--- src/rtl/spi_slave.sv ---
// rtl/spi_slave.sv - SPI peripheral endpoint, oversampled bus, all CPOL/CPHA modes, multi-byte frames
//
// Purpose:
//   Samples SCLK, CS_n and MOSI with i_Clk (at least 8x SCLK). It shifts MOSI
//   bytes in and MISO bytes out, MSB first. Several bytes may share one CS low
//   pulse. Bytes to send are written into a one-entry holding register.
//
// Ports:
//   i_Clk, i_Rst           system clock, synchronous active-high reset
//   i_CPOL, i_CPHA         bus mode, captured only while CS_n is high
//   i_TX_Byte, i_TX_DV     TX holding register write
//   o_TX_Ready             holding register empty
//   o_RX_DV, o_RX_Byte     one-cycle pulse with a completed received byte
//   o_RX_Count             bytes received in the current frame (saturating)
//   o_Frame_Done           pulse when CS_n rises after an active frame
//   o_Frame_Err            pulse when CS_n rises during a partial byte
//   i_SPI_Clk, i_SPI_CS_n, i_SPI_MOSI   asynchronous bus inputs
//   o_SPI_MISO             serial data out
//   o_SPI_MISO_OE          MISO output enable (only with SPI_SLAVE_MISO_OE_EN)
//
// Build option:
//   SPI_SLAVE_MISO_OE_EN - adds o_SPI_MISO_OE. MISO is then 0 while not driving.

module spi_slave #(
    parameter int         MAX_BYTES_PER_CS = 10,
    parameter logic [7:0] IDLE_TX_BYTE     = 8'h00,
    localparam int        CW               = $clog2(MAX_BYTES_PER_CS + 1)
) (
    input  logic          i_Clk,
    input  logic          i_Rst,
    input  logic          i_CPOL,
    input  logic          i_CPHA,
    input  logic [7:0]    i_TX_Byte,
    input  logic          i_TX_DV,
    output logic          o_TX_Ready,
    output logic          o_RX_DV,
    output logic [7:0]    o_RX_Byte,
    output logic [CW-1:0] o_RX_Count,
    output logic          o_Frame_Done,
    output logic          o_Frame_Err,
    input  logic          i_SPI_Clk,
    input  logic          i_SPI_CS_n,
    input  logic          i_SPI_MOSI,
`ifdef SPI_SLAVE_MISO_OE_EN
    output logic          o_SPI_MISO_OE,
`endif
    output logic          o_SPI_MISO
);

    typedef enum logic {ST_IDLE, ST_ACTIVE} state_t;

    state_t          state_q, state_d;
    logic            sclk_s1_q, sclk_s2_q, sclk_s3_q;
    logic            cs_s1_q, cs_s2_q, cs_s3_q;
    logic            mosi_s1_q, mosi_s2_q;
    logic            cpol_q, cpol_d, cpha_q, cpha_d;
    logic [7:0]      tx_shift_q, tx_shift_d;
    logic [7:0]      rx_shift_q, rx_shift_d;
    logic [7:0]      hold_q, hold_d;
    logic            hold_full_q, hold_full_d;
    logic [7:0]      rx_byte_q, rx_byte_d;
    logic [3:0]      bit_cnt_q, bit_cnt_d;
    logic [CW-1:0]   rx_count_q, rx_count_d;
    logic            rx_dv_q, rx_dv_d;
    logic            done_q, done_d;
    logic            err_q, err_d;
    logic            first_q, first_d;
    logic            load;

    // CS synchronisers reset low: a falling edge needs CS seen high first,
    // so a frame already in progress at reset exit is ignored.
    logic sclk_rise, sclk_fall, lead_edge, trail_edge, sample_edge, drive_edge;
    logic cs_fall, cs_rise, tx_write, byte_boundary;
    logic [7:0] next_tx;

    assign sclk_rise   = sclk_s2_q & ~sclk_s3_q;
    assign sclk_fall   = ~sclk_s2_q & sclk_s3_q;
    assign lead_edge   = cpol_q ? sclk_fall : sclk_rise;
    assign trail_edge  = cpol_q ? sclk_rise : sclk_fall;
    assign sample_edge = cpha_q ? trail_edge : lead_edge;
    assign drive_edge  = cpha_q ? lead_edge : trail_edge;
    assign cs_fall     = ~cs_s2_q & cs_s3_q;
    assign cs_rise     = cs_s2_q & ~cs_s3_q;
    assign tx_write    = i_TX_DV & ~hold_full_q;
    assign next_tx     = hold_full_q ? hold_q : IDLE_TX_BYTE;
    // A count of 8 means the completion cycle has not run yet; it is still a boundary.
    assign byte_boundary = (bit_cnt_q == 4'd0) || (bit_cnt_q == 4'd8);

    always_comb begin
        state_d     = state_q;
        cpol_d      = cpol_q;
        cpha_d      = cpha_q;
        tx_shift_d  = tx_shift_q;
        rx_shift_d  = rx_shift_q;
        hold_d      = hold_q;
        hold_full_d = hold_full_q;
        rx_byte_d   = rx_byte_q;
        bit_cnt_d   = bit_cnt_q;
        rx_count_d  = rx_count_q;
        rx_dv_d     = 1'b0;
        done_d      = 1'b0;
        err_d       = 1'b0;
        first_d     = first_q;
        load        = 1'b0;

        if (cs_s2_q) begin
            cpol_d = i_CPOL;
            cpha_d = i_CPHA;
        end

        case (state_q)
            ST_IDLE: begin
                if (cs_fall) begin
                    state_d    = ST_ACTIVE;
                    load       = 1'b1;
                    bit_cnt_d  = 4'd0;
                    rx_count_d = '0;
                    first_d    = 1'b1;
                end
            end
            ST_ACTIVE: begin
                if (bit_cnt_q == 4'd8) begin
                    rx_byte_d = rx_shift_q;
                    rx_dv_d   = 1'b1;
                    bit_cnt_d = 4'd0;
                    if (rx_count_q < CW'(MAX_BYTES_PER_CS))
                        rx_count_d = rx_count_q + CW'(1);
                end
                if (sample_edge) begin
                    rx_shift_d = {rx_shift_q[6:0], mosi_s2_q};
                    bit_cnt_d  = bit_cnt_q + 4'd1;
                end
                if (drive_edge) begin
                    first_d = 1'b0;
                    // CPHA=1: the first leading edge keeps the preloaded MSB on the wire.
                    if (cpha_q && first_q)
                        tx_shift_d = tx_shift_q;
                    else if (byte_boundary)
                        load = 1'b1;
                    else
                        tx_shift_d = {tx_shift_q[6:0], 1'b0};
                end
                if (cs_rise) begin
                    state_d = ST_IDLE;
                    done_d  = 1'b1;
                    err_d   = ~byte_boundary;
                    if (bit_cnt_q != 4'd8)
                        bit_cnt_d = 4'd0;
                end
            end
            default: state_d = ST_IDLE;
        endcase

        if (load) begin
            tx_shift_d = next_tx;
            if (hold_full_q)
                hold_full_d = 1'b0;
        end
        // Writes are only accepted while empty, so a same-cycle load sees the old (empty) state.
        if (tx_write) begin
            hold_d      = i_TX_Byte;
            hold_full_d = 1'b1;
        end
    end

    always_ff @(posedge i_Clk) begin
        if (i_Rst) begin
            state_q     <= ST_IDLE;
            sclk_s1_q   <= 1'b0;
            sclk_s2_q   <= 1'b0;
            sclk_s3_q   <= 1'b0;
            cs_s1_q     <= 1'b0;
            cs_s2_q     <= 1'b0;
            cs_s3_q     <= 1'b0;
            mosi_s1_q   <= 1'b0;
            mosi_s2_q   <= 1'b0;
            cpol_q      <= 1'b0;
            cpha_q      <= 1'b0;
            tx_shift_q  <= 8'h00;
            rx_shift_q  <= 8'h00;
            hold_q      <= 8'h00;
            hold_full_q <= 1'b0;
            rx_byte_q   <= 8'h00;
            bit_cnt_q   <= 4'd0;
            rx_count_q  <= '0;
            rx_dv_q     <= 1'b0;
            done_q      <= 1'b0;
            err_q       <= 1'b0;
            first_q     <= 1'b0;
        end else begin
            state_q     <= state_d;
            sclk_s1_q   <= i_SPI_Clk;
            sclk_s2_q   <= sclk_s1_q;
            sclk_s3_q   <= sclk_s2_q;
            cs_s1_q     <= i_SPI_CS_n;
            cs_s2_q     <= cs_s1_q;
            cs_s3_q     <= cs_s2_q;
            mosi_s1_q   <= i_SPI_MOSI;
            mosi_s2_q   <= mosi_s1_q;
            cpol_q      <= cpol_d;
            cpha_q      <= cpha_d;
            tx_shift_q  <= tx_shift_d;
            rx_shift_q  <= rx_shift_d;
            hold_q      <= hold_d;
            hold_full_q <= hold_full_d;
            rx_byte_q   <= rx_byte_d;
            bit_cnt_q   <= bit_cnt_d;
            rx_count_q  <= rx_count_d;
            rx_dv_q     <= rx_dv_d;
            done_q      <= done_d;
            err_q       <= err_d;
            first_q     <= first_d;
        end
    end

    assign o_TX_Ready   = ~hold_full_q;
    assign o_RX_DV      = rx_dv_q;
    assign o_RX_Byte    = rx_byte_q;
    assign o_RX_Count   = rx_count_q;
    assign o_Frame_Done = done_q;
    assign o_Frame_Err  = err_q;

`ifdef SPI_SLAVE_MISO_OE_EN
    assign o_SPI_MISO_OE = (state_q == ST_ACTIVE);
    assign o_SPI_MISO    = (state_q == ST_ACTIVE) ? tx_shift_q[7] : 1'b0;
`else
    assign o_SPI_MISO    = (state_q == ST_ACTIVE) ? tx_shift_q[7] : 1'b1;
`endif

endmodule
--- config.mk ---
export PLATFORM = sky130hd
export DESIGN_NAME = spi_slave
export DESIGN_NICKNAME = d
export VERILOG_FILES = /design/src/rtl/spi_slave.sv
export SDC_FILE = /design/constraint.sdc
export NUM_CORES = 1
export LEC_CHECK = 0
export ABC_AREA = 1
export CORE_MARGIN = 5
export CORE_UTILIZATION = 40
export DETAILED_ROUTE_END_ITERATION = 16
export REMOVE_ABC_BUFFERS = 1
export SYNTH_ARGS = -nofsm -noshare
export SYNTH_HDL_FRONTEND = slang
export SYNTH_SLANG_ARGS = --single-unit
--- constraint.sdc ---
create_clock -name i_Clk -period 1.8 [get_ports i_Clk]
set_input_delay 0.36 -clock i_Clk [delete_from_list [all_inputs] [get_ports i_Clk]]
set_output_delay 0.36 -clock i_Clk [all_outputs]
set_load 0.01 [all_outputs]
==> reports/results.tsv <==
metric	value	unit
placedInstanceArea	0.00278	mm^2
ys_ff_latch	56	
peakVddDrop	484	uV
layout_commonest_cell	dfxtp_1	
post-route-drc-count	0	
finalPower	2.20	mW
power.density	765	mW/mm^2
cts_buffers	5	
routed_wl	4640	um
maxSlewViolCount	0	
hold_class	register to register	
path_class	register to output port	
slew_headroom	0.784	
crit_end	o_SPI_MISO	
crit_path_max_fanout	7	
fillers	570	
clkPwrFrac	0.316	
cts_max_path_buffers	2	
share_seq_of_total_power	0.592	
drive_above_1_share	0.111	
clock_skew	0.00233	ns
postCtsHoldBufs	0	
nNetsFinal	359	
p_leak	1.14	nW
maxCapViolations	0	
cp_cell_sequence	nand2_1 > clkdlybuf4s50_1	
via_per_inst	4.64	
cp_num_buf_inv	1	
status	completed	
syn_avg_cell_area	7.82	um^2
die-area	0.00758	mm^2
startpoint_type	register	
ys_seq_area_frac	0.472	
clk_latency	0.31	ns
path_depth	2	
finalNonFillerCells	416	
critPathTopFamily	buffers and inverters	
required	1.44	ns
stdcell_area	0.00287	mm^2
antenna_found_initial	0	
utilization	0.491	
worstMarginPinSlew	0.324	ns
cts.sinks	56	
floorplan.initialDensity	0.406	
drtIter0Drc	81	
cp-startpoint	state_q	
cts_root_buf	clkbuf_8	
rrSetupSlack	0.35	ns
firstDrtPassIters	4	
synth_cells	304	
core_area	0.00585	mm^2
grt.total_usage	0.139	
r2r_cells	5	
gp_congestion	0.806	
p_sw_frac	0.252	
grt_pass1_vias	1831	
grt_overflow	0	
setup_viol	0	
fp.dieW	87.1	um
rows	28	
worstReg2RegEnd	rx_shift_q[3]	
cts_tree	done	
slowest_delay	0.52	ns
hold_viol	0	
fin_crit_sh	0.923	
syn_to_final_growth	20.9	%
p_sw	0.554	mW
yosysWarnings	0	
tns	0	ns
rsz0062_at_grt	false	
port_buffers	32	
grt_pass1_wl	8390	um
vias	1929	
clkTransAtPathRegs	0.10	ns
cp-end-kind	output port	
grt_max_degree	24	
slowest_stage	clkdlybuf4s50_1	
dpl.cell_count	408	
p_int	1.64	mW
insertedDiodeCount	0	
p_comb_frac	0.092	
min_period	1.66	ns
io_pins	33	
h-tree-depth	2	
wl_per_cell	11.2	um
arrival	1.30	ns
final_cell_mix	dfxtp_1, nand2_1, inv_1	
fp.dieH	87.1	um
detail-route-antenna-nets	0	
dp_hpwl	3400	um
syn_area	0.00238	mm^2
synth_cell_types	35	
r2r_start	cpha_q	
max_freq	602	MHz
## stage by stage
stage | hold slack, ns | setup slack, ns
3_3_place_gp | 0.390 | 0.342
2_1_floorplan | 0.388 | 0.347
3_5_place_dp | 0.395 | 0.320
4_1_cts | 0.409 | 0.00227
6_report | 0.406 | 0.138
5_1_grt | 0.427 | 0.0560
## per-layer routing
metal  vias to the layer above  global-route usage  part of all wire
met1                       843               0.187              0.51
met3                         7              0.0360             0.040
li1                       1054                   -                 -
met4                         0              0.0552             0.016
met2                        25               0.210              0.43
met5                         -                   0                 0
## final cells by class
class / count / area (um^2) / share of cell area
Clock inverter: 2 / 16.3 / 0.00566
Timing Repair Buffer: 37 / 358 / 0.125
Clock buffer: 6 / 72.6 / 0.0253
Inverter: 42 / 165 / 0.0575
Tap cell: 75 / 93.8 / 0.0327
Sequential cell: 56 / 1120 / 0.391
Multi-Input combinational cell: 198 / 1040 / 0.364
## power by group through the flow
stage               logic [mW]  clock network, mW  registers [mW]
floorplan                0.119                  0            1.33
global placement         0.205                  0            1.33
detailed placement       0.206                  0            1.33
CTS                      0.207              0.716            1.30
global route             0.232              0.762            1.31
finish                   0.203              0.694            1.30
## registers in the layout, indices dropped and copies added, names as in the netlist
signal,count
cs_s3_q,1
sclk_s1_q,1
o_Frame_Err,1
first_q,1
sclk_s2_q,1
o_RX_DV,1
cpol_q,1
hold_q,8
o_RX_Byte,8
sclk_s3_q,1
o_RX_Count,4
mosi_s2_q,1
hold_full_q,1
o_Frame_Done,1
cs_s1_q,1
bit_cnt_q,4
rx_shift_q,8
cpha_q,1
tx_shift_q,8
state_q,1
cs_s2_q,1
mosi_s1_q,1
## how the worst min path moves through the flow
stage	from	to	slack (ns)	cells past startpoint
global placement	sclk_s1_q	sclk_s2_q	0.39	2
detailed placement	mosi_s1_q	mosi_s2_q	0.39	2
global route	mosi_s1_q	mosi_s2_q	0.43	2
floorplan	cs_s1_q	cs_s2_q	0.39	2
finish	mosi_s1_q	mosi_s2_q	0.41	2
CTS	mosi_s1_q	mosi_s2_q	0.41	2
## kinds of logic (layout without fill, tap and decap cells)
logic type                 count (synthesis)  count (layout)  share of synthesized area
buffers and inverters                     50              87                     0.0885
DFF                                       56              56                      0.472
AOI/OAI and AO/OA                         69              69                      0.163
xor gates and xnor gates                   1               1                    0.00369
and+or+nand+nor                          125             125                      0.258
adders and majority gates                  3               3                     0.0158
## synthesized netlist by cell type
library cell,count,area share
buf_1,1,0.0016
inv_1,39,0.062
inv_6,1,0.0037
nand3_2,2,0.0084
nand2_8,1,0.0084
nand3_1,13,0.027
nand2_4,2,0.0095
o211ai_1,3,0.0095
buf_6,1,0.0047
inv_4,1,0.0026
and3_1,1,0.0026
clkbuf_2,1,0.0021
dfxtp_1,56,0.47
nor3_2,1,0.0042
a41oi_1,1,0.0037
clkbuf_1,2,0.0032
buf_4,1,0.0032
nand3_4,2,0.015
xor2_1,1,0.0037
o21ai_1,3,0.0063
nand4_1,6,0.016
buf_2,2,0.0042
inv_2,1,0.0016
nor2_4,1,0.0047
ha_1,3,0.016
nand3b_1,1,0.0032
o21ai_0,29,0.061
or2_0,1,0.0026
nor3_1,2,0.0042
nand2_2,5,0.013
nand2_1,48,0.076
a21oi_2,8,0.029
nor2_1,38,0.060
nor4_1,1,0.0026
a21oi_1,25,0.053
## tightest hold or removal path, cell delays in order, from the launching register on
cell,delay [ns]
dfxtp_1,0.31
inv_1,0.04
nor2_1,0.03
## timing repair
action,CTS,global route
setup buffers,0,0
gates resized for setup,0,1
setup endpoints to repair,0,1
No activity file was read; power rests on OpenSTA's default activity.
